[config.mk]
export PLATFORM = sky130hd
export DESIGN_NAME = ram_arbiter
export DESIGN_NICKNAME = d
export VERILOG_FILES = /design/src/rtl/ram_arbiter.sv
export SDC_FILE = /design/constraint.sdc
export NUM_CORES = 1
export LEC_CHECK = 0
export CAP_MARGIN = 20
export CELL_PAD_IN_SITES_DETAIL_PLACEMENT = 1
export CELL_PAD_IN_SITES_GLOBAL_PLACEMENT = 2
export CORE_ASPECT_RATIO = 0.9
export CORE_MARGIN = 2
export CORE_UTILIZATION = 13
export DETAILED_ROUTE_END_ITERATION = 10
export PLACE_DENSITY = 0.85
export SYNTH_ARGS = -nofsm -noshare
export SYNTH_HDL_FRONTEND = slang
export SYNTH_SLANG_ARGS = --single-unit
export TNS_END_PERCENT = 50
[constraint.sdc]
create_clock -name CLK -period 4.45 [get_ports CLK]
set_clock_uncertainty 0.15 [all_clocks]
set_input_delay 0.445 -clock CLK [delete_from_list [all_inputs] [get_ports CLK]]
set_output_delay 0.445 -clock CLK [all_outputs]
set_load 0.02 [all_outputs]
[src/rtl/ram_arbiter.sv]
// ram_arbiter: shares one RAM port between the instruction and data
// requesters of two cores. A round-robin pointer picks the core and data
// wins over instruction within a core. The grant is held until the RAM
// completes, errors, times out or the request is withdrawn.
module ram_arbiter #(
  parameter int unsigned TIMEOUT = 255
) (
  input  logic              CLK,
  input  logic              RST,
  input  logic [1:0]        iREN,
  input  logic [1:0]        dREN,
  input  logic [1:0]        dWEN,
  input  logic [1:0][31:0]  iaddr,
  input  logic [1:0][31:0]  daddr,
  input  logic [1:0][31:0]  dstore,
  output logic [1:0]        iwait,
  output logic [1:0]        dwait,
  output logic [1:0][31:0]  iload,
  output logic [1:0][31:0]  dload,
  output logic              ramREN,
  output logic              ramWEN,
  output logic [31:0]       ramaddr,
  output logic [31:0]       ramstore,
  input  logic [31:0]       ramload,
  input  logic [1:0]        ramstate,
  output logic              tmo,
  output logic              err
);

  localparam int unsigned CNT_W = 16;
  localparam logic [CNT_W-1:0] CNT_LAST = CNT_W'(TIMEOUT - 1);

  localparam logic [1:0] RAM_ACCESS = 2'd2;
  localparam logic [1:0] RAM_ERROR  = 2'd3;

  typedef enum logic {
    IDLE = 1'b0,
    GNT  = 1'b1
  } state_e;

  state_e           state, state_nxt;
  logic             core, core_nxt;      // granted core
  logic             is_data, data_nxt;   // granted requester is the data port
  logic             rr, rr_nxt;          // core favoured when both compete
  logic [CNT_W-1:0] cnt, cnt_nxt;
  logic             tmo_nxt, err_nxt;

  logic [1:0]       act;
  logic             win_core;
  logic             win_data;
  logic             req_live;

  // Every core sees the RAM read bus directly; wait bits qualify it.
  assign iload = {ramload, ramload};
  assign dload = {ramload, ramload};

  // Arbitration among the cores that have any requester active.
  always_comb begin
    act      = dREN | dWEN | iREN;
    win_core = (act[0] && act[1]) ? rr : act[1];
    win_data = dREN[win_core] | dWEN[win_core];
    req_live = is_data ? (dREN[core] | dWEN[core]) : iREN[core];
  end

  // Next-state, RAM strobes and per-core wait generation.
  always_comb begin
    state_nxt = state;
    core_nxt  = core;
    data_nxt  = is_data;
    rr_nxt    = rr;
    cnt_nxt   = cnt;
    tmo_nxt   = 1'b0;
    err_nxt   = 1'b0;
    ramREN    = 1'b0;
    ramWEN    = 1'b0;
    ramaddr   = 32'd0;
    ramstore  = 32'd0;
    iwait     = 2'b11;
    dwait     = 2'b11;

    case (state)
      IDLE: begin
        cnt_nxt = '0;
        if (|act) begin
          state_nxt = GNT;
          core_nxt  = win_core;
          data_nxt  = win_data;
        end
      end

      GNT: begin
        if (is_data) begin
          // A simultaneous read and write is presented as a write.
          ramWEN   = dWEN[core];
          ramREN   = dREN[core] & ~dWEN[core];
          ramaddr  = daddr[core];
          ramstore = dstore[core];
        end else begin
          ramREN   = iREN[core];
          ramaddr  = iaddr[core];
        end

        cnt_nxt = cnt + CNT_W'(1);

        if (!req_live) begin
          state_nxt = IDLE;
        end else if (ramstate == RAM_ACCESS) begin
          if (is_data) begin
            dwait[core] = 1'b0;
          end else begin
            iwait[core] = 1'b0;
          end
          state_nxt = IDLE;
          rr_nxt    = ~core;
        end else if (ramstate == RAM_ERROR) begin
          state_nxt = IDLE;
          err_nxt   = 1'b1;
          rr_nxt    = ~core;
        end else if (cnt == CNT_LAST) begin
          state_nxt = IDLE;
          tmo_nxt   = 1'b1;
          rr_nxt    = ~core;
        end
      end

      default: begin
        state_nxt = IDLE;
      end
    endcase
  end

  // State register with asynchronous reset.
  always_ff @(posedge CLK or posedge RST) begin
    if (RST) begin
      state   <= IDLE;
      core    <= 1'b0;
      is_data <= 1'b0;
      rr      <= 1'b0;
      cnt     <= '0;
      tmo     <= 1'b0;
      err     <= 1'b0;
    end else begin
      state   <= state_nxt;
      core    <= core_nxt;
      is_data <= data_nxt;
      rr      <= rr_nxt;
      cnt     <= cnt_nxt;
      tmo     <= tmo_nxt;
      err     <= err_nxt;
    end
  end

endmodule

==> results of run 1 <==
worst max-delay path, stage by stage, from the launching register on:
cell	delay (ps)
dfrtp_2	990
nand2_1	190
nor2_2	120
buf_4	360
a22o_1	270
clkdlybuf4s50_1	640
registers in the layout, indices dropped and copies added, names as in the netlist:
name	flops
cnt	16
core	1
err	1
is_data	1
rr	1
state	1
tmo	1
cells in the final DEF (no fill, tap or decap), drive strengths merged, types with 4 or more instances in the layout:
| cell type | Yosys | layout |
|---|---|---|
| a22o | 32 | 32 |
| and2 | 42 | 42 |
| buf | 141 | 4 |
| clkbuf | 9 | 4 |
| clkdlybuf4s50 | 0 | 273 |
| dfrtp | 22 | 22 |
| inv | 6 | 6 |
| mux4 | 32 | 32 |
| nand2 | 10 | 10 |
| nand2b | 4 | 4 |
| nand3 | 10 | 10 |
| nor2 | 10 | 10 |
| nor3 | 8 | 8 |
| nor4 | 5 | 5 |
| o21ai | 5 | 5 |
| xor2 | 7 | 7 |
kinds of logic (layout without fill, tap and decap cells):
| group | count (synthesis) | after routing | share of synthesized area, % |
|---|---|---|---|
| xor+xnor | 10 | 10 | 2.451 |
| other cells | 0 | 1 | 0 |
| compound gates | 49 | 49 | 11.27 |
| mux | 37 | 37 | 21.64 |
| buf+inv | 156 | 287 | 31.02 |
| simple gates | 104 | 104 | 17.51 |
| flops | 22 | 22 | 15.41 |
| fa+ha+maj | 2 | 2 | 0.7002 |
stage by stage:
stage / std cells / instance area (um2)
after global routing: 865 / 5774
final: 866 / 5777
after global placement: 861 / 5695
after CTS: 865 / 5774
after floorplan: 380 / 3573
after detailed placement: 861 / 5695
power by group:
| group | total, W | internal (W) | switching (W) | leakage, nW |
|---|---|---|---|---|
| Clock | 0.000192 | 0.000122 | 0.0000700 | 0.0382 |
| Combinational | 0.00226 | 0.00122 | 0.00104 | 1.81 |
| Sequential | 0.000398 | 0.000232 | 0.000165 | 0.290 |
| Total | 0.00285 | 0.00158 | 0.00127 | 2.14 |
worst paths after layout:
kind | startpoint | end | slack, ps
hold / removal | cnt[0]$_DFF_PP0_ | cnt[0]$_DFF_PP0_ | 350
max in group asynchronous | RST | is_data$_DFFE_PP0P_ | 3040
min in group asynchronous | RST | cnt[3]$_DFF_PP0_ | 520
setup / recovery | is_data$_DFFE_PP0P_ | ramstore[12] | 1000
hold reg to reg | cnt[0]$_DFF_PP0_ | cnt[0]$_DFF_PP0_ | 350
setup reg to reg | core$_DFFE_PP0P_ | err$_DFF_PP0_ | 2230
cell type report:
cell class,instances,area share [%]
diodes,1,0.04332
clock buffers,4,1.365
inverters,6,0.3899
multi-input cells,202,33.14
flip-flops and latches,22,9.573
well taps,354,7.667
repair buffers,277,47.82
per-layer routing:
| layer | up-vias | GRT usage (%) |
|---|---|---|
| li1 | 1491 | - |
| met1 | 1555 | 11.97 |
| met2 | 209 | 17.30 |
| met4 | 2 | 0.8869 |
| met3 | 14 | 4.802 |
| met5 | - | 0 |
==> flow_summary.ini, run 1 <==
[outcome]
status = complete, no violations

[global_route]
grt_usage_pct = 10.14
grt_pass1_vias = 3543
grt_max_degree = 42
grt_pass1_wl_mm = 22.04
antenna_found_initial = 3
grt_overflow = 0

[die]
rows = 57
chipHeight_um = 161.3
io_pins = 434
start_util_pct = 13.22
core_area_um2 = 27030
fp.dieW_um = 178.8
dieArea_um2 = 28830

[pwr]
powerDensity_nw_per_um2 = 493.4
power_w = 0.002850
max-vdd-ir-drop_uv = 186.9
leakage_nw = 2.136

[synthesis]
avgSynthCellArea_um2 = 9.404
synth-seq-area-share_pct = 15.41
synth_seq_cells = 22
synthTopCellsByCount = 128 x buf_4, 42 x and2_1, 32 x a22o_1, 32 x mux4_2, 22 x dfrtp_1
synthCells = 380
async_reset_ff_share_pct = 100.0
yosys-top-cells-area = buf_4 27%, mux4_2 20%, dfrtp_1 15%
synth_cell_type_count = 44
synth_flop_cell = dfrtp_1
synth_edf_count = 0
synth_area_um2 = 3573
post-synth-top-count-cell = buf_4
yosysTopAreaCell = buf_4
syn_nets = 616
yosysTopAreaCellShare_pct = 26.89
yosysWarnings = 0

[worst_hold_path]
hold_path.class = reg -> reg
min_path_cells = 1

[timing]
timing.fmax_mhz = 289.9
tightest_slew_ps = 961.9
hold_viol = 0
tns_ps = 0
setup_viol = 0
fin_crit_sh_pct = 77.52
max_slew_margin_pct = 35.87
rsz0062_at_grt = no
setup_ws_ps = 1000
period_minus_slack_ps = 3450
hold_slack_ps = 354.8
finalMaxSlewViolations = 0

[cells_and_area]
area_growth_pct = 61.66
multi_input_area_um2 = 1914
seq_area_um2 = 553.0
drive_gt1_share_pct = 9.785
nNetsFinal = 748
fillCellCount = 3119
fin_util_pct = 21.37

[critical_path]
startpoint_type = flop
r2r_cells = 4
required_ps = 3860
worstPathArrival_ps = 2850
path_max_fanout = 41
endpoint_kind = output pin
critPathKind = reg -> out

[drt]
wl_met1_mm = 6.095
wl_per_cell_um = 18.01
drtIter0Drc = 114
detail-route-antenna-nets = 0
wl_met3_mm = 1.919
vias = 3271
post-route-drc-count = 0
wl_met2_mm = 7.461
totalWireLength_mm = 15.60
first_pass_iters = 4
vias_per_cell = 3.777
highest_layer = met5

[cts]
ctsLongestPathBuffers = 2
cts_tree = done
cts_hold_buf = 0
cts_root_buffer = clkbuf_16
cts_sinks = 22
cts_made_buffers = 3
clk_latency_ps = 260
cts-htree-levels = 1
cts_setup_buffers = 0
path_clk_slew_ps = 60
cts.repair.resized = 0

[place]
pre_cts_ws_ps = 1120
hpwl_mm = 13.10
gp_congestion = 0.7083
port-buffer-count = 273

[job]
drv_cap = 0
Note: power is estimated with default switching activity, not from simulation.
==> run 2: changes to the inputs <==
--- a/config.mk
+++ b/config.mk
@@ -10,9 +10,9 @@
 export CELL_PAD_IN_SITES_GLOBAL_PLACEMENT = 2
 export CORE_ASPECT_RATIO = 0.9
 export CORE_MARGIN = 2
-export CORE_UTILIZATION = 13
+export CORE_UTILIZATION = 12
 export DETAILED_ROUTE_END_ITERATION = 10
-export PLACE_DENSITY = 0.85
+export PLACE_DENSITY = 0.79
 export SYNTH_ARGS = -nofsm -noshare
 export SYNTH_HDL_FRONTEND = slang
 export SYNTH_SLANG_ARGS = --single-unit
==> constraint.sdc (replaced) <==
create_clock -name CLK -period 3.6 [get_ports CLK]
set_clock_uncertainty 0.15 [all_clocks]
set_input_delay 0.36 -clock CLK [delete_from_list [all_inputs] [get_ports CLK]]
set_output_delay 0.36 -clock CLK [all_outputs]
set_load 0.02 [all_outputs]
==> run 2 against run 1 <==
  * Sequential power is 6.3% higher
  * Clock-buffer cell count stayed put
  * Critical endpoint is now ramstore[25]
  * Final cell count is 5.0% higher
  * Global-route usage is 0.98 points lower
  * Sequential share of layout area is 0.12 points lower
  * Worst hold slack better by 11 ps
==> flow_summary.ini, run 2 (synthesis results as in run 1) <==
[outcome]
status = complete, no violations

[drt]
vias = 3243
drtIter0Drc = 96
first_pass_iters = 4
detail-route-antenna-nets = 0
wl_per_cell_um = 17.11
vias_per_cell = 3.568
post-route-drc-count = 0
totalWireLength_mm = 15.55

[global_route]
grt_overflow = 0
grt_pass1_wl_mm = 21.67
antenna_found_initial = 1
grt_max_degree = 34
grt_usage_pct = 9.159
grt_pass1_vias = 3483

[cts]
cts_setup_buffers = 0
cts_sinks = 22
cts_root_buffer = clkbuf_16
clk_latency_ps = 260
cts.repair.resized = 0
cts-htree-levels = 1
cts_tree = done
path_clk_slew_ps = 60
cts_made_buffers = 3
cts_hold_buf = 0
ctsLongestPathBuffers = 2

[die]
core_area_um2 = 29090
start_util_pct = 12.29
chipHeight_um = 167.7
fp.dieW_um = 185.9
io_pins = 434
rows = 59
dieArea_um2 = 31180

[pwr]
clockPowerShare_pct = 6.9
intPower_w = 0.001965
switching_share_pct = 43.87
powerDensity_nw_per_um2 = 598.5
switchingPower_w = 0.001536
combinationalPowerShare_pct = 81.0
power_w = 0.003501
leakage_nw = 2.145
sequentialPowerShare_pct = 12.1
max-vdd-ir-drop_uv = 199.7

[critical_path]
crit_end = ramstore[25]
worstPathArrival_ps = 2540
cpPeakStageDelay_ps = 780
path_buf_inv = 2
r2r-end = tmo$_DFF_PP0_
path_max_fanout = 33
startpoint_type = flop
critPathLaunch = state$_DFF_PP0_
required_ps = 3090
critical_path.top_delay_family = buffers and inverters
slowest_stage = dfrtp_1
r2r_slack_ps = 1640
critPathKind = reg -> out
r2r_cells = 3
cp.depth = 5
endpoint_kind = output pin
cp_cell_sequence = nand2_1 -> nor2_2 -> buf_4 -> a22o_1 -> clkdlybuf4s50_1
timing.rr.start = core$_DFFE_PP0P_

[cells_and_area]
largest_register_ffs = 16
top_register = cnt
nNetsFinal = 749
seq_area_um2 = 553.0
fillCellCount = 3402
most-common-layout-cells = 273 x clkdlybuf4s50_1, 42 x and2_1, 32 x a22o_1, 32 x mux4_2, 20 x dfrtp_1
area_growth_pct = 63.69
drive_gt1_share_pct = 9.961
multi_input_area_um2 = 1914
final_common_cell = clkdlybuf4s50_1

[timing]
setup_viol = 0
tns_ps = 0
finalMaxSlewViolations = 0
period_minus_slack_ps = 3050
max_slew_margin_pct = 38.50
rsz0062_at_grt = no
timing.fmax_mhz = 327.9
tightest_slew_ps = 921.5
hold_viol = 0
fin_crit_sh_pct = 84.72

[place]
port-buffer-count = 273
gp_congestion = 0.6935
hpwl_mm = 13.12

[worst_hold_path]
hp-start = cnt[0]$_DFF_PP0_
hold_path.class = reg -> reg

[job]
drv_cap = 0
==> run 2: changes by cell type in the layout (fill, tap and decap cells not counted) <==
cell,delta
buf_12,+1
==> run 2: power groups by stage <==
stage / Combinational [W] / Clock [W] / Sequential (W)
finish: 0.00284 / 0.000241 / 0.000423
global route: 0.00301 / 0.000261 / 0.000446
CTS: 0.00289 / 0.000250 / 0.000430
detailed placement: 0.00287 / 0 / 0.000433
global placement: 0.00284 / 0 / 0.000435
floorplan: 0.00194 / 0 / 0.000326
==> run 2: layout make-up <==
cell class                 instances  area share, %
tap                              396          8.471
sequential                        22          9.455
clock buffer                       4          1.348
multi-input combinational        202          32.73
timing repair buffer             278          47.57
inverter                           6         0.3850
antenna                            1        0.04278
==> run 2: metal layers <==
metal / vias up / part of all wire (%) / GRT usage [%]
met5: - / 0 / 0
met3: 2 / 13 / 4.676
li1: 1492 / - / -
met4: 0 / 0.15 / 0.6162
met2: 208 / 48 / 15.42
met1: 1541 / 39 / 10.82
==> run 2: worst min-delay path by stage <==
stage | cells after the start | slack (ps) | endpoint
floorplan | 1 | 200 | cnt[0]$_DFF_PP0_
global placement | 1 | 360 | cnt[0]$_DFF_PP0_
detailed placement | 1 | 360 | cnt[0]$_DFF_PP0_
CTS | 1 | 370 | cnt[0]$_DFF_PP0_
global route | 1 | 410 | cnt[0]$_DFF_PP0_
finish | 1 | 370 | cnt[0]$_DFF_PP0_
==> run 2: through the flow <==
step                      instances  area [um2]  util [%]  setup WS, ps  hold WS (ps)
after floorplan                 380        3573         -          1715         199.2
after global placement          904        5768     19.83         808.7         355.6
after detailed placement        904        5768     19.83         793.8         362.7
after CTS                       908        5847     20.10         500.3         370.8
after global routing            908        5847     20.10         290.1         410.4
final                           909        5849     20.11         550.0         365.4
